`src/rtl/bitty_ctrl_if.sv`:
```
// Instruction handshake and datapath control bundle for the bitty controller.
// The master modport is the fetch/datapath side; the slave modport is the controller.
interface bitty_ctrl_if #(
  parameter int NUM_REGS = 8
);
  logic [15:0]         instr;
  logic                instr_valid;
  logic                instr_ready;
  logic [3:0]          mux_sel;
  logic [15:0]         imm_out;
  logic                en_s;
  logic                en_c;
  logic [2:0]          alu_sel;
  logic [NUM_REGS-1:0] en_reg;
  logic                done;
  logic                illegal;

  modport master (
    output instr, instr_valid,
    input  instr_ready, mux_sel, imm_out, en_s, en_c, alu_sel, en_reg, done, illegal
  );

  modport slave (
    input  instr, instr_valid,
    output instr_ready, mux_sel, imm_out, en_s, en_c, alu_sel, en_reg, done, illegal
  );
endinterface

```
`src/rtl/bitty_ctrl.sv`:
```
// Moore control sequencer for the bitty ALU datapath: load A, load B, write back.
// Optional macro BITTY_CTRL_CMP_NOWB_EN suppresses the register write for compare ops.
module bitty_ctrl #(
  parameter int NUM_REGS  = 8,
  parameter int IMM_WIDTH = 8
) (
  input  logic         clk,
  input  logic         reset,
  bitty_ctrl_if.slave  bus
);

  typedef enum logic [2:0] {
    IDLE,
    LOAD_A,
    LOAD_B,
    WB,
    RETIRE
  } state_t;

  localparam logic [1:0] FMT_R   = 2'b00;
  localparam logic [1:0] FMT_I   = 2'b01;
  localparam logic [1:0] FMT_RSV = 2'b11;
  localparam logic [3:0] SEL_IMM = 4'd8;

  state_t              state;
  state_t              state_next;
  logic [15:0]         instr_q;
  logic                accept;

  logic [2:0]          rx;
  logic [2:0]          ry;
  logic [2:0]          op_sel;
  logic [1:0]          fmt;
  logic [NUM_REGS-1:0] rx_onehot;

  logic                instr_ready;
  logic [3:0]          mux_sel;
  logic                en_s;
  logic                en_c;
  logic [NUM_REGS-1:0] en_reg;
  logic                done;
  logic                illegal;

  assign accept = bus.instr_valid && (state == IDLE);

  assign rx        = instr_q[15:13];
  assign ry        = instr_q[12:10];
  assign op_sel    = instr_q[4:2];
  assign fmt       = instr_q[1:0];
  assign rx_onehot = NUM_REGS'(1) << rx;

  always_ff @(posedge clk or posedge reset) begin
    if (reset) begin
      state   <= IDLE;
      instr_q <= '0;
    end else begin
      state <= state_next;
      if (accept) begin
        instr_q <= bus.instr;
      end
    end
  end

  // Branch on the incoming word's format since the latch only updates at this edge.
  always_comb begin
    state_next  = state;
    instr_ready = 1'b0;
    mux_sel     = 4'd0;
    en_s        = 1'b0;
    en_c        = 1'b0;
    en_reg      = '0;
    done        = 1'b0;
    illegal     = 1'b0;
    unique case (state)
      IDLE: begin
        instr_ready = 1'b1;
        if (accept) begin
          state_next = bus.instr[1] ? RETIRE : LOAD_A;
        end
      end
      LOAD_A: begin
        mux_sel    = {1'b0, rx};
        en_s       = 1'b1;
        state_next = LOAD_B;
      end
      LOAD_B: begin
        mux_sel    = (fmt == FMT_I) ? SEL_IMM : {1'b0, ry};
        en_c       = 1'b1;
        state_next = WB;
      end
      WB: begin
        done = 1'b1;
`ifdef BITTY_CTRL_CMP_NOWB_EN
        // Compare results stay on alu_out only; rx keeps its old value.
        if (op_sel != 3'b111) begin
          en_reg = rx_onehot;
        end
`else
        en_reg = rx_onehot;
`endif
        state_next = IDLE;
      end
      RETIRE: begin
        done       = 1'b1;
        illegal    = (fmt == FMT_RSV);
        state_next = IDLE;
      end
      default: begin
        state_next = IDLE;
      end
    endcase
  end

  assign bus.instr_ready = instr_ready;
  assign bus.mux_sel     = mux_sel;
  assign bus.imm_out     = {{(16-IMM_WIDTH){1'b0}}, instr_q[5 +: IMM_WIDTH]};
  assign bus.en_s        = en_s;
  assign bus.en_c        = en_c;
  assign bus.alu_sel     = op_sel;
  assign bus.en_reg      = en_reg;
  assign bus.done        = done;
  assign bus.illegal     = illegal;

  // R-type format constant kept for readability of the decode above.
  logic unused_fmt_r;
  assign unused_fmt_r = ^FMT_R;

endmodule

```
`src/flat_wrapper.sv`:
```
// flat-port wrapper written by rule: the top's interface ports become plain ports
module bitty_ctrl_flat 
#(
  parameter int NUM_REGS  = 8,
  parameter int IMM_WIDTH = 8
)
  (clk, reset, bus_instr, bus_instr_valid, bus_instr_ready, bus_mux_sel, bus_imm_out, bus_en_s, bus_en_c, bus_alu_sel, bus_en_reg, bus_done, bus_illegal);
  bitty_ctrl_if #(.NUM_REGS(NUM_REGS)) bus_i ();
  input  logic clk;
  input  logic reset;
  input wire logic [$bits(bus_i.instr)-1:0] bus_instr;
  input wire logic [$bits(bus_i.instr_valid)-1:0] bus_instr_valid;
  output wire logic [$bits(bus_i.instr_ready)-1:0] bus_instr_ready;
  output wire logic [$bits(bus_i.mux_sel)-1:0] bus_mux_sel;
  output wire logic [$bits(bus_i.imm_out)-1:0] bus_imm_out;
  output wire logic [$bits(bus_i.en_s)-1:0] bus_en_s;
  output wire logic [$bits(bus_i.en_c)-1:0] bus_en_c;
  output wire logic [$bits(bus_i.alu_sel)-1:0] bus_alu_sel;
  output wire logic [$bits(bus_i.en_reg)-1:0] bus_en_reg;
  output wire logic [$bits(bus_i.done)-1:0] bus_done;
  output wire logic [$bits(bus_i.illegal)-1:0] bus_illegal;
  assign bus_i.instr = bus_instr;
  assign bus_i.instr_valid = bus_instr_valid;
  assign bus_instr_ready = bus_i.instr_ready;
  assign bus_mux_sel = bus_i.mux_sel;
  assign bus_imm_out = bus_i.imm_out;
  assign bus_en_s = bus_i.en_s;
  assign bus_en_c = bus_i.en_c;
  assign bus_alu_sel = bus_i.alu_sel;
  assign bus_en_reg = bus_i.en_reg;
  assign bus_done = bus_i.done;
  assign bus_illegal = bus_i.illegal;
  bitty_ctrl #(.NUM_REGS(NUM_REGS), .IMM_WIDTH(IMM_WIDTH)) u_core (.clk(clk), .reset(reset), .bus(bus_i));
endmodule
```
`config.mk`:
```
export PLATFORM = sky130hd
export DESIGN_NAME = bitty_ctrl_flat
export DESIGN_NICKNAME = d
export VERILOG_FILES = /design/src/rtl/bitty_ctrl_if.sv /design/src/rtl/bitty_ctrl.sv /design/src/flat_wrapper.sv
export SDC_FILE = /design/constraint.sdc
export NUM_CORES = 1
export LEC_CHECK = 0
export ABC_AREA = 1
export BUFFER_PORTS_ARGS = -buffer_cell sky130_fd_sc_hd__buf_2
export CAP_MARGIN = 30
export CORE_UTILIZATION = 45
export DETAILED_ROUTE_END_ITERATION = 10
export GPL_TIMING_DRIVEN = 1
export PLACE_DENSITY = 0.84
export RECOVER_POWER = 25
export SKIP_LAST_GASP = 1
export SLEW_MARGIN = 15
export SYNTH_ARGS = -nofsm -noshare
export SYNTH_HDL_FRONTEND = slang
export SYNTH_SLANG_ARGS = --single-unit
```
`constraint.sdc`:
```
create_clock -name clk -period 1.2 [get_ports clk]
set_input_delay 0.24 -clock clk [delete_from_list [all_inputs] [get_ports clk]]
set_output_delay 0.24 -clock clk [all_outputs]
set_load 0.005 [all_outputs]
```
==> reports/summary.txt <==
=====================================================================================
Average wire length per cell after detail routing                        14.4 microns
Pwr per Cell Area                                                        2460 nW/um^2
Fin crit share                                                                   131%
Final setup TNS                                                              -7.52 ns
Ranking of synthesized cells by area                                     sky130_fd_sc_hd__dfrtp_1 (42%), sky130_fd_sc_hd__nand2_1 (16%), sky130_fd_sc_hd__buf_4 (13%)
Final-layout worst hold slack                                                0.185 ns
Count of routing violations after the opening detailed-route iteration             50
First drt pass iteration count                                                      5
Area fraction of the dominant cell type after synthesis                         41.6%
Total global routing overflow                                                       0
Detailed-route DRC error count                                                      0
Vias in the first global route                                                   1026
Half-perimeter wire length after detailed placement                      1970 microns
Routed via count divided by cell count                                           5.27
Leak pwr                                                                     0.891 nW
Layout Cell Area excl Fill                                                 1590 sq um
Worst Hold Class                                                         input port to register
GRT Overall Usage                                                               22.9%
Clock sink count                                                                   19
Fraction of power spent switching nets                                          43.6%
Post-synthesis cell count                                                         144
Max H-tree Level                                                                    1
CTS tree                                                                        built
Max FO, Critical Path                                                               4
Number of buffers created by CTS                                                    3
Warnings from Yosys                                                                 0
Top library cells by usage in the layout, fill and taps aside            sky130_fd_sc_hd__buf_2 (46), sky130_fd_sc_hd__nand2_1 (40), sky130_fd_sc_hd__nand4_1 (16), sky130_fd_sc_hd__dfrtp_1 (16), sky130_fd_sc_hd__buf_4 (13)
Final critical path time including I/O delays and setup                       1.57 ns
Proportion of layout cells with a drive suffix above 1                          50.3%
Number of antenna violations at the first check in global routing                   0
Internal                                                                      2.21 mW
Hold path startpoint                                                     bus_instr[1]
Worst setup skew after layout                                              0.00143 ns
Count of cells along the worst hold path                                            4
Critical path launch point type                                              register
Top cell type by total area after synthesis                              sky130_fd_sc_hd__dfrtp_1
Layout filler cell count                                                          168
Mean Syn Cell Area                                                         7.93 sq um
Gp weighted congestion                                                          0.832
Sequential area share after synthesis                                           41.6%
Top-Level Pins                                                                     55
Switching power                                                               1.71 mW
Area of all sequential standard cells                                       479 sq um
Number of different library cells in the post-synthesis netlist                    17
IO Port Bufs                                                                       46
Share of power burned in the clock network                                       8.2%
Portion of total power attributed to combinational logic                        59.4%
Vias post-DR                                                                     1185
Total die area                                                             2740 sq um
Final count of pins violating max slew                                              0
Synth Cell Area                                                            1140 sq um
Area delta synth->final                                                         39.4%
Fin worst setup slack                                                       -0.372 ns
Endpoint of the worst register-to-register path                          u_core.instr_q[6]$_DFFE_PP0P_
Worst Hold End                                                           u_core.state[0]$_DFFE_PP0P_
Required time of the worst setup path                                         0.96 ns
Number of max-cap violations                                                        0
Cell area after placement                                                  1330 sq um
Total power draw                                                              3.91 mW
Pin count of the biggest net entering global routing                               20
Startpoint of the lowest-slack register-to-register path                 u_core.state[2]$_DFFE_PP0P_
Insertion delay of the later-clocked pin in the worst-skew pair               0.29 ns
Status                                                                   finished, violations left
Fraction of power consumed by sequential logic                                  32.4%
Chip Height                                                              52.4 microns
Flops & latches, synth                                                             19
Count of final hold-check violations                                                0
Crit end category                                                          output pin
Core area                                                                  2300 sq um
R2R setup slack                                                              -0.14 ns
Number of cells on the worst reg-to-reg path                                        7
Area occupied by multi-input gates                                          566 sq um
Library cell used as clock root buffer                                   sky130_fd_sc_hd__clkbuf_4
Most common cell after layout, fill and taps aside                       sky130_fd_sc_hd__buf_2
Critical path arrival                                                         1.33 ns
Peak supply drop                                                            0.00133 V
Aggregate routed wire length                                             3230 microns
Violated checks                                                          negative setup slack
Final core utilization                                                          69.3%
Largest buffer count on any clock path                                              2
Achievable frequency                                                          636 MHz
Antenna diodes                                                                      0
Final layout net count                                                            217
Width of the die                                                         52.4 microns
Reg clk slew, reported paths                                                  0.11 ns
Starting density of the core                                                    49.7%
Number of setup violations in the final report                                     34
Antenna violation net count after detailed routing                                  0
Wire length of the first global-routing pass                             4530 microns
Row count                                                                          17
RSZ-0062 raised after global routing                                              yes
Setup CP Type                                                            register to output pin
=====================================================================================
[cells in the mapped netlist]
| library cell | n |
|---|---|
| sky130_fd_sc_hd__buf_4 | 20 |
| sky130_fd_sc_hd__nor3_1 | 10 |
| sky130_fd_sc_hd__dfrtp_1 | 19 |
| sky130_fd_sc_hd__conb_1 | 1 |
| sky130_fd_sc_hd__a21boi_0 | 3 |
| sky130_fd_sc_hd__nor2_1 | 2 |
| sky130_fd_sc_hd__nand3_1 | 2 |
| sky130_fd_sc_hd__a21oi_1 | 1 |
| sky130_fd_sc_hd__nor2_4 | 2 |
| sky130_fd_sc_hd__inv_1 | 10 |
| sky130_fd_sc_hd__inv_2 | 1 |
| sky130_fd_sc_hd__o21ai_0 | 1 |
| sky130_fd_sc_hd__buf_6 | 3 |
| sky130_fd_sc_hd__nand4_1 | 16 |
| sky130_fd_sc_hd__buf_2 | 2 |
| sky130_fd_sc_hd__nand2_1 | 50 |
| sky130_fd_sc_hd__nand3_4 | 1 |
[metal layers]
metal  part of all wire, %  track usage [%]  vias to the layer above  wire, microns
met2                    52             38.6                       71           1660
li1                      -                -                      555              -
met4                  0.80             10.5                        0             26
met3                   7.8             5.22                        4            251
met5                     0                0                        -              0
met1                    40             27.3                      555           1290
[per-stage QoR]
stage,cells,setup slack (ns)
floorplan,151,0.0714
finish,225,-0.372
global route,225,-0.459
global placement,212,-0.0186
CTS,219,-0.331
detailed placement,212,-0.105
[worst max-delay path by stage]
stage,start,end
final,u_core.state[0]$_DFFE_PP0P_,bus_mux_sel[0]
after global routing,u_core.instr_q[1]$_DFFE_PP0P_,bus_mux_sel[1]
after CTS,u_core.state[0]$_DFFE_PP0P_,bus_mux_sel[1]
after detailed placement,u_core.state[0]$_DFFE_PP0P_,bus_en_reg[0]
after global placement,u_core.state[2]$_DFFE_PP0P_,bus_mux_sel[1]
after floorplan,u_core.state[2]$_DFFE_PP0P_,bus_en_reg[0]
[cell families after synthesis]
family                 synth area share [%]
buffers and inverters                  20.6
DFF                                    41.6
and+or+nand+nor                        34.6
AOI/OAI and AO/OA                      2.85
other                                 0.328
[critical path: stages (launching register included)]
cell and delay (ns):
sky130_fd_sc_hd__dfrtp_2 0.47, sky130_fd_sc_hd__inv_2 0.10, sky130_fd_sc_hd__nand2_4 0.07, sky130_fd_sc_hd__nor2_4 0.16, sky130_fd_sc_hd__nand2_1 0.08, sky130_fd_sc_hd__nand2_1 0.07, sky130_fd_sc_hd__buf_2 0.10
[final cells by class]
class / instances / area share [%]
Multi-Input combinational cell: 97 / 35.5
Inverter: 11 / 2.75
Clock buffer: 3 / 1.41
Clock inverter: 1 / 0.314
Tap cell: 28 / 2.20
Sequential cell: 19 / 30.1
Timing Repair Buffer: 66 / 27.7
[timing repair]
item,CTS,global route
cloned,2,1
endpoints found under the setup margin,24,34
endpoints found under the hold margin,19,0
gates resized for setup,18,18
pin swaps,1,7
hold buffers,1,0
buffers inserted,1,6
[power by group through the flow]
stage / sequential [mW] / combinational, mW / clock (mW)
after floorplan: 1.14 / 1.25 / 0
after global routing: 1.30 / 2.52 / 0.366
after global placement: 1.17 / 1.58 / 0
final: 1.27 / 2.32 / 0.320
after detailed placement: 1.19 / 1.64 / 0
after CTS: 1.22 / 1.92 / 0.324
[registers in the layout, summed over array words and instances, names as in the netlist]
signal	flops
u_core.instr_q	16
u_core.state	3
No activity file was read; power rests on OpenSTA's default activity.
